===== src/rtl/uart_tx_fifo_cfg.sv =====
// uart_tx_fifo_cfg: UART transmitter with a small TX FIFO, compile-time frame
// format (data bits, optional parity, 1 or 2 stop bits) and a run-time baud
// divisor latched at each frame start. Frames go out back to back while the
// FIFO holds data.
module uart_tx_fifo_cfg #(
    parameter int unsigned DATA_BITS  = 8,
    parameter int unsigned PARITY     = 0,
    parameter int unsigned STOP_BITS  = 1,
    parameter int unsigned FIFO_DEPTH = 4,
    parameter int unsigned DIV_W      = 16
) (
    input  logic                          clk,
    input  logic                          rst,
    input  logic [DIV_W-1:0]              clks_per_bit,
    input  logic [DATA_BITS-1:0]          in_data,
    input  logic                          in_valid,
    output logic                          in_ready,
    output logic                          tx,
    output logic                          busy,
    output logic [$clog2(FIFO_DEPTH):0]   fifo_level
);

    localparam int unsigned AW  = $clog2(FIFO_DEPTH);
    localparam int unsigned BCW = $clog2(DATA_BITS);

    typedef enum logic [2:0] {
        S_IDLE,
        S_START,
        S_DATA,
        S_PARITY,
        S_STOP
    } state_t;

    // FIFO storage and bookkeeping
    logic [DATA_BITS-1:0] mem [FIFO_DEPTH];
    logic [AW-1:0]        wr_ptr;
    logic [AW-1:0]        rd_ptr;
    logic [AW:0]          count;
    logic                 full;
    logic                 empty;
    logic                 push;
    logic                 pop;

    // Transmit datapath / FSM registers and their next values
    state_t               state,    state_n;
    logic [DATA_BITS-1:0] shreg,    shreg_n;
    logic [DIV_W-1:0]     div_q,    div_n;
    logic [DIV_W-1:0]     baud_cnt, baud_n;
    logic [BCW-1:0]       bit_cnt,  bit_n;
    logic                 par_q,    par_n;
    logic                 tx_q,     tx_n;
    logic                 bit_end;
    logic                 load;
    logic [DATA_BITS-1:0] head;
    logic [DIV_W-1:0]     div_clamped;

    assign full       = (count == (AW+1)'(FIFO_DEPTH));
    assign empty      = (count == '0);
    assign in_ready   = !full && !rst;
    assign push       = in_valid && in_ready;
    assign fifo_level = count;
    assign head       = mem[rd_ptr];

    assign div_clamped = (clks_per_bit < DIV_W'(2)) ? DIV_W'(2) : clks_per_bit;
    assign bit_end     = (baud_cnt == div_q - DIV_W'(1));

    assign tx   = tx_q;
    assign busy = (state != S_IDLE);

    // FIFO storage write on every accepted beat
    always_ff @(posedge clk) begin
        if (push) begin
            mem[wr_ptr] <= in_data;
        end
    end

    // FIFO pointers and occupancy; simultaneous push and pop leave count unchanged
    always_ff @(posedge clk) begin
        if (rst) begin
            wr_ptr <= '0;
            rd_ptr <= '0;
            count  <= '0;
        end else begin
            if (push) begin
                wr_ptr <= wr_ptr + AW'(1);
            end
            if (pop) begin
                rd_ptr <= rd_ptr + AW'(1);
            end
            case ({push, pop})
                2'b10:   count <= count + (AW+1)'(1);
                2'b01:   count <= count - (AW+1)'(1);
                default: count <= count;
            endcase
        end
    end

    // FSM and datapath state register; reset aborts any frame and idles the line
    always_ff @(posedge clk) begin
        if (rst) begin
            state    <= S_IDLE;
            shreg    <= '0;
            div_q    <= DIV_W'(2);
            baud_cnt <= '0;
            bit_cnt  <= '0;
            par_q    <= 1'b0;
            tx_q     <= 1'b1;
        end else begin
            state    <= state_n;
            shreg    <= shreg_n;
            div_q    <= div_n;
            baud_cnt <= baud_n;
            bit_cnt  <= bit_n;
            par_q    <= par_n;
            tx_q     <= tx_n;
        end
    end

    // Next-state logic: bit sequencing, and frame load from IDLE or straight
    // out of the last stop bit so consecutive frames have no idle gap
    always_comb begin
        state_n = state;
        shreg_n = shreg;
        div_n   = div_q;
        baud_n  = baud_cnt;
        bit_n   = bit_cnt;
        par_n   = par_q;
        tx_n    = tx_q;
        load    = 1'b0;
        pop     = 1'b0;

        if (state != S_IDLE) begin
            baud_n = bit_end ? '0 : baud_cnt + DIV_W'(1);
        end

        case (state)
            S_IDLE: begin
                tx_n = 1'b1;
                if (!empty) begin
                    load = 1'b1;
                end
            end
            S_START: begin
                if (bit_end) begin
                    state_n = S_DATA;
                    tx_n    = shreg[0];
                    shreg_n = shreg >> 1;
                    bit_n   = '0;
                end
            end
            S_DATA: begin
                if (bit_end) begin
                    if (bit_cnt == BCW'(DATA_BITS - 1)) begin
                        bit_n = '0;
                        if (PARITY != 0) begin
                            state_n = S_PARITY;
                            tx_n    = par_q;
                        end else begin
                            state_n = S_STOP;
                            tx_n    = 1'b1;
                        end
                    end else begin
                        tx_n    = shreg[0];
                        shreg_n = shreg >> 1;
                        bit_n   = bit_cnt + BCW'(1);
                    end
                end
            end
            S_PARITY: begin
                if (bit_end) begin
                    state_n = S_STOP;
                    tx_n    = 1'b1;
                    bit_n   = '0;
                end
            end
            S_STOP: begin
                if (bit_end) begin
                    if (bit_cnt == BCW'(STOP_BITS - 1)) begin
                        if (!empty) begin
                            load = 1'b1;
                        end else begin
                            state_n = S_IDLE;
                            tx_n    = 1'b1;
                        end
                    end else begin
                        bit_n = bit_cnt + BCW'(1);
                    end
                end
            end
            default: begin
                state_n = S_IDLE;
                tx_n    = 1'b1;
            end
        endcase

        if (load) begin
            pop     = 1'b1;
            shreg_n = head;
            div_n   = div_clamped;
            par_n   = (PARITY == 2) ? ~^head : ^head;
            baud_n  = '0;
            bit_n   = '0;
            state_n = S_START;
            tx_n    = 1'b0;
        end
    end

endmodule


===== config.mk =====
export PLATFORM = sky130hd
export DESIGN_NAME = uart_tx_fifo_cfg
export DESIGN_NICKNAME = d
export VERILOG_FILES = /design/src/rtl/uart_tx_fifo_cfg.sv
export SDC_FILE = /design/constraint.sdc
export NUM_CORES = 1
export LEC_CHECK = 0
export ABC_AREA = 1
export BUFFER_PORTS_ARGS = -buffer_cell sky130_fd_sc_hd__buf_2
export CAP_MARGIN = 15
export CORE_MARGIN = 2
export CORE_UTILIZATION = 35
export CTS_CLUSTER_SIZE = 8
export DETAILED_ROUTE_END_ITERATION = 7
export HOLD_SLACK_MARGIN = 0.02
export SYNTH_ARGS = -nofsm -noshare
export SYNTH_HDL_FRONTEND = slang
export SYNTH_SLANG_ARGS = --single-unit
export TNS_END_PERCENT = 20

===== constraint.sdc =====
create_clock -name clk -period 4.08 [get_ports clk]
set_input_delay 0.816 -clock clk [delete_from_list [all_inputs] [get_ports clk]]
set_output_delay 0.816 -clock clk [all_outputs]
set_load 0.005 [all_outputs]

# --- Word-level counts from Yosys, hierarchy flattened ---
# Memory sizes are Yosys's and may differ from the RTL's. A register that Yosys moved wholly into a read port is not among the register bits.
# Cells that the tools add are included.
totals:
  register_bits: 54
  output_inout_bits: 6
  latchBits: 0
  ram_bits: 32
  input_bits: 27
  mem_bits_ro: 0
  memories: 1
classes:
  n_eq_ne: 27
  div: 0
  addsub: 7
  order_cmp: 1
  multipliers: 0
  n_bitwise: 1
  reduce_logical: 18
  shifts: 0
  n_mux: 41
memory_table:
  columns: ["name", "words", "width", "rd", "rd_clocked_by_memory_dff", "wr", "line_no", "text"]
  rows:
  - ["mem", 4, 8, 1, 1, 1, "35", "logic [DATA_BITS-1:0] mem [FIFO_DEPTH];"]
ops:
  columns: ["operator", "n"]
  rows:
  - ["two-way mux 3 bit", 12]
  - ["two-way mux 16 bit", 2]
  - ["two-way mux 8 bit", 4]
  - ["!= test 3 bit (second input constant)", 8]
  - ["!= test 2 bit (second input constant)", 9]
  - ["adder 16 x 1 -> 16 bit (second input constant)", 1]
  - ["equality test 16 bit", 1]
  - ["less-than comparator 16 x 2 -> 1 bit (second input constant)", 1]
  - ["one-hot mux 8 bit (2 select lines)", 1]
  - ["AND reduction 8 bit", 2]
  - ["subtractor 16 x 1 -> 16 bit (second input constant)", 1]
  - ["two-way mux 1 bit", 15]
  - ["one-hot mux 3 bit (5 select lines)", 1]
  - ["equality test 3 bit (second input constant)", 3]
  - ["zero test 3 bit", 3]
  - ["one-hot mux 3 bit (3 select lines)", 1]
  - ["nonzero test 3 bit", 3]
  - ["adder 3 x 1 -> 3 bit (second input constant)", 2]
  - ["equality test 3 x 2 -> 1 bit (second input constant)", 2]
  - ["one-hot mux 3 bit (2 select lines)", 1]
  - ["AND reduction 6 bit", 1]
  - ["AND reduction 5 bit", 1]
  - ["adder 2 x 1 -> 2 bit (second input constant)", 2]
  - ["two-way mux 2 bit", 2]
  - ["13 further kinds", 16]

# --- Longest topological paths before layout ---
depth:
  depth_word: 8
  depth_mapped: 23

# --- Least setup slack after synthesis ---
# OpenSTA, ideal clock, no wires.
synth_timing:
  path_type: "reg2reg"
  start: "reg div_q[0]"
  end: "reg count[2] (netlist: fifo_level[2])"
  stages_incl_launch_ff: 24
  arrival_ns: 2.809
  setup_ns: 0.122
  path_buffers: 1
  setup_slack_ns: 1.149
  synth_period_minus_slack_ns: 2.931
  path_cell_list: "dfxtp_1 > inv_1 > ha_1 > nand2_1 > inv_1 > nor2_1 > nand2_1 > nor2_1 > nand2_1 > nor2_1 > nand3_1 > nor2_2 > nand3_2 > nand2_4 > nand2_4 > inv_2 > buf_4 > ha_1 > inv_1 > fa_1 > a21oi_1 > o21ai_0 > o21ai_0 > a21oi_1"
synth_between:
  elab_chain_cells: 7
  word_cells_on_any_way: 9
  cone_classes: "add/sub: 1; eq/ne: 3; mux: 4; reduce/logical: 1"
synth_lines:
  columns: ["item", "line_no", "text"]
  rows:
  - ["start, declared", "47", "logic [DIV_W-1:0] div_q, div_n;"]
  - ["start signal, assigned", "111", "div_q <= div_n;"]
  - ["subtractor 16 x 1 -> 16 bit (*)", "65", "assign bit_end = (baud_cnt == div_q - DIV_W'(1));"]
  - ["equality test 16 bit (*)", "65", null]
  - ["two-way mux 1 bit (*)", "177", "if (bit_end) begin"]
  - ["one-hot mux 1 bit (2 select lines) (*)", "136", "case (state)"]
  - ["net load", "53", "logic load;"]
  - ["two-way mux 1 bit (*)", "196", "if (load) begin"]
  - ["equality test 2 x 1 -> 1 bit or equality test 2 bit (tied branches)", "90", "case ({push, pop})"]
  - ["one-hot mux 3 bit (2 select lines) or nonzero test 2 bit (tied branches)", null, null]
  - ["end signal, assigned", "91", "2'b10: count <= count + (AW+1)'(1);"]
  - ["end signal, assigned", "92", "2'b01: count <= count - (AW+1)'(1);"]
  - ["end signal, assigned", "93", "default: count <= count;"]
  - ["end, declared", "38", "logic [AW:0] count;"]
# Mark *: on every way through the listed nets, which the timed path passes. The rest lies on a longest branch.
# A chain may end at the register's enable or synchronous reset.

# --- Worst setup path after layout ---
layout_timing:
  start: "reg div_q[0]"
  end: "reg count[2] (netlist: fifo_level[2])"
layout_between:
  elab_chain_cells: 7
  word_cells_on_any_way: 9
  cone_classes: "add/sub: 1; eq/ne: 3; mux: 4; reduce/logical: 1"
layout_lines:
  columns: ["item", "line_no"]
  rows:
  - ["subtractor 16 x 1 -> 16 bit (*)", "65"]
  - ["equality test 16 bit (*)", "65"]
  - ["two-way mux 1 bit (*)", "177"]
  - ["one-hot mux 1 bit (2 select lines) (*)", "136"]
  - ["two-way mux 1 bit (*)", "196"]
  - ["equality test 2 x 1 -> 1 bit or equality test 2 bit (tied branches)", "90"]
  - ["one-hot mux 3 bit (2 select lines) or nonzero test 2 bit (tied branches)", null]
# Every way passes the cells marked *; elsewhere a longest branch is shown, timed or not.

==> implementation parameters <==
Parameter                              Value

STA
  Number of failing hold endpoints at the final stage ... 0
  Relative slew slack ... 45.8%
  Summed negative setup slack over all endpoints ... 0 ps
  Final-report setup violation count ... 0
  Setup repair after global routing missed its margin ... false
  Period utilization ... 81.5%
  Final slew viol count ... 0
  Clock skew after layout ... 6.14 ps
  Worst-Margin Slew ... 809 ps
  Highest clock frequency the design can meet ... 0.301 GHz
  Post-layout min period ... 3330 ps

Worst setup path
  Register-to-register setup slack ... 750 ps
  Sort of element at the start of the critical path ... flip-flop
  Critical path capture point type ... flip-flop
  Timing endpoint of the critical path ... fifo_level[2]
  Number of cells traversed by the worst register-to-register path ... 21
  Reg-to-Reg Start ... div_q[0]
  WP data required ... 4320 ps
  Critical R2R Capture ... fifo_level[2]
  Critical setup path kind ... reg -> reg
  Worst path cell trace ... inv_1, ha_1, nand2_1, nor2_2, nand3_1, nand2_1, nand2_1, nor2_2, nand3_1, nor2_2, nand3_2, nand2_4, nand2_4, inv_2, ha_1, inv_1, fa_1, a21oi_1, o21ai_0, o21ai_0, a21oi_1
  Critical-path cell with the highest stage delay ... sky130_fd_sc_hd__fa_1
  Source of the critical timing path ... div_q[0]
  Crit-path max cell delay ... 380 ps
  Arrival time of the worst setup path ... 3570 ps
  Largest fanout on the critical path ... 20

Synthesis
  Number of library cell types mapped by synthesis ... 43
  Portion of the post-synthesis area used by sequential elements ... 43.0%
  Number of synthesized register bits ... 88
  Compound-cell area share of the yosys netlist ... 9.21%
  Post-synthesis net count ... 672
  Number of enable-type register cells in the synthesized netlist ... 32
  Primary FF master, synth ... sky130_fd_sc_hd__dfxtp_1
  Fraction of synthesis flops using an asynchronous set or reset pin ... 0%
  Multiplexer share of the synthesized area ... 0%
  Combinational family with the most area after synthesis ... simple AND/OR/NAND/NOR gates
  Post-synthesis area per instance ... 7.63 sq um
  Synthesized-area fraction occupied by and/or/nand/nor cells ... 33.0%
  Post-synthesis xor/xnor area fraction ... 4.16%
  Post-Synthesis Cell Area ... 4840 sq um
  Synth Instances ... 634
  Cells taking the most area after synthesis ... sky130_fd_sc_hd__dfxtp_1 (23%), sky130_fd_sc_hd__edfxtp_1 (20%), sky130_fd_sc_hd__nand2_1 (12%)
  Area leader, netlist ... sky130_fd_sc_hd__dfxtp_1
  Yosys warnings ... 0
  Adder and majority cell fraction of the synthesized area ... 3.00%
  Portion of synthesized cell area occupied by the leading cell type ... 23.2%

Placement
  Estimated wirelength of the detail-placed design ... 8.76 mm
  GP Congestion ... 0.875
  IO buf count ... 32
  Placed standard-cell area ... 5130 sq um

Cells and area
  Total inserted antenna cells ... 0
  Final instance area ... 5500 sq um
  # nets final ... 700
  Synth-to-layout area growth ... 13.8%
  Fraction of the core area covered by cells at the end of the flow ... 41.2%
  Layout cell share with drive strength beyond 1 ... 13.6%

Floorplanning
  Count of boundary I/O pins ... 33
  Die area ... 14800 sq um
  Number of placement rows ... 42
  Vertical extent of the die ... 122 microns
  Core region area ... 13300 sq um
  Starting Density ... 36.2%
  Die Width ... 122 microns

GRT
  Remaining Overflow, GRT ... 0
  Vias in the first global route ... 3991
  Maximum number of pins on one net before global-route repair ... 30
  Total routing resource utilization after global routing ... 17.0%
  First-pass GRT wire length ... 19.6 mm
  Antenna violations before repair ... 0

Hold path
  Startpoint of the worst hold path ... div_q[15]
  Hold Path Class ... reg -> reg

Power
  Power consumption ... 3.99 mW
  Power density relative to cell area ... 726 nW/um^2
  Worst VDD drop ... 0.000378 V
  Static leakage ... 2.24 nW

Clock tree
  TritonCTS clock tree ... built
  Clock tree root driver cell ... sky130_fd_sc_hd__clkbuf_16
  Clk_lat worst skew ... 350 ps
  TritonCTS buffer count ... 9
  Number of buffers added for setup after CTS ... 0
  Clock-pin transition on the worst setup and hold timing paths ... 70 ps
  CTS max path bufs ... 2
  Number of sinks on the clock net ... 88
  Quantity of hold-fixing buffers added after cts ... 0
  # H-tree levels ... 3
  PostCTS Resize Cnt ... 0

Job
  Max-capacitance violation count ... 0

Route
  Drt first pass iters ... 5
  Overall routed net length ... 11.7 mm
  DRC violation count after routing ... 0
  Routed wire per std cell ... 13.9 microns
  Detail Route Antenna Nets ... 0
  Via density per instance ... 4.99
  Drt first-iter violations ... 266
  Total via count in the routed design ... 4203

Status
  Outcome ... finished clean
## placed cells by master (no fill, tap or decap), drive strengths merged
| cell | count |
|---|---|
| nand3b | 2 |
| clkinv | 1 |
| inv | 74 |
| a31oi | 1 |
| o211ai | 1 |
| and2 | 1 |
| edfxtp | 32 |
| a32oi | 1 |
| nand3 | 73 |
| bufinv | 4 |
| ha | 10 |
| a211oi | 1 |
| nor2 | 74 |
| o21a | 1 |
| a32o | 7 |
| xnor2 | 7 |
| o21ai | 26 |
| buf | 33 |
| nand4 | 7 |
| or4 | 2 |
| xor2 | 16 |
| a21oi | 37 |
| nor4 | 1 |
| fa | 1 |
| nor3 | 23 |
| a21boi | 1 |
| dfxtp | 56 |
| nand2 | 163 |
| or2 | 1 |
| nor3b | 1 |
| clkbuf | 9 |
## per-layer routing
layer,track usage (%),part of all wire (%)
met1,22.4,48
met2,27.5,46
met3,4.03,4.5
met4,5.75,1.3
met5,0,0
## per-stage QoR
stage	worst slack (ps)	cells	hold slack [ps]
4_1_cts	731	843	484
3_5_place_dp	753	827	474
5_1_grt	416	843	509
2_1_floorplan	1150	634	458
3_3_place_gp	786	827	471
6_report	754	843	482
## sequential cells by signal (all words and copies together) (netlist names), named ones only
name and count:
baud_cnt 16, bit_cnt 3, tx 1, div_q 16
wr_ptr 2, fifo_level 3, mem 32, rd_ptr 2
shreg 8, state 3
## cells by family (layout without fill, tap and decap cells)
group | after synthesis | count (layout)
DFF | 88 | 88
AOI/OAI and AO/OA | 76 | 76
and+or+nand+nor | 348 | 348
buffers and inverters | 88 | 121
xor gates and xnor gates | 23 | 23
adders and majority gates | 11 | 11
## how the worst min path moves through the flow
stage | depth (start not counted) | slack, ps | to
floorplan | 2 | 460 | div_q[15]
global placement | 2 | 470 | div_q[15]
detailed placement | 2 | 470 | div_q[15]
CTS | 2 | 480 | div_q[15]
global route | 2 | 510 | shreg[6]
finish | 2 | 480 | div_q[15]
## Yosys cell counts (2+ instances only)
| library cell | number |
|---|---|
| sky130_fd_sc_hd__nand2_1 | 154 |
| sky130_fd_sc_hd__nand3_1 | 71 |
| sky130_fd_sc_hd__inv_1 | 67 |
| sky130_fd_sc_hd__nor2_1 | 58 |
| sky130_fd_sc_hd__dfxtp_1 | 56 |
| sky130_fd_sc_hd__a21oi_1 | 33 |
| sky130_fd_sc_hd__edfxtp_1 | 32 |
| sky130_fd_sc_hd__o21ai_0 | 22 |
| sky130_fd_sc_hd__nor3_1 | 17 |
| sky130_fd_sc_hd__xor2_1 | 16 |
| sky130_fd_sc_hd__nor2_2 | 14 |
| sky130_fd_sc_hd__ha_1 | 10 |
| sky130_fd_sc_hd__a32o_1 | 7 |
| sky130_fd_sc_hd__clkbuf_1 | 7 |
| sky130_fd_sc_hd__nand4_1 | 7 |
| sky130_fd_sc_hd__xnor2_1 | 7 |
| sky130_fd_sc_hd__nand2_2 | 6 |
| sky130_fd_sc_hd__nor3_2 | 6 |
| sky130_fd_sc_hd__a21oi_2 | 4 |
| sky130_fd_sc_hd__buf_2 | 4 |
| sky130_fd_sc_hd__inv_2 | 4 |
| sky130_fd_sc_hd__o21ai_1 | 4 |
| sky130_fd_sc_hd__nand2_4 | 3 |
| sky130_fd_sc_hd__buf_6 | 2 |
| sky130_fd_sc_hd__nand3_2 | 2 |
| sky130_fd_sc_hd__nand3b_1 | 2 |
| sky130_fd_sc_hd__nor2_4 | 2 |
| sky130_fd_sc_hd__or4_1 | 2 |
## report_power, final
part	internal [mW]	switching, mW
Clock	0.669	0.367
Sequential	1.06	0.169
Combinational	0.586	1.14
## worst max-delay path: cells and delay by family, from the launching register on
family | cells | cell delay [ps]
compound gates | 4 | 450
flops | 1 | 330
buf+inv | 3 | 440
fa+ha+maj | 3 | 820
simple gates | 11 | 1180
## cell type report
type / count / area (sq um)
fill: 1368 / 7840
tap: 176 / 220
multi-input combinational: 458 / 2390
clock inverter: 7 / 149
sequential: 88 / 2080
timing repair buffer: 33 / 168
inverter: 72 / 270
clock buffer: 9 / 225
No activity file was read; power rests on OpenSTA's default activity.
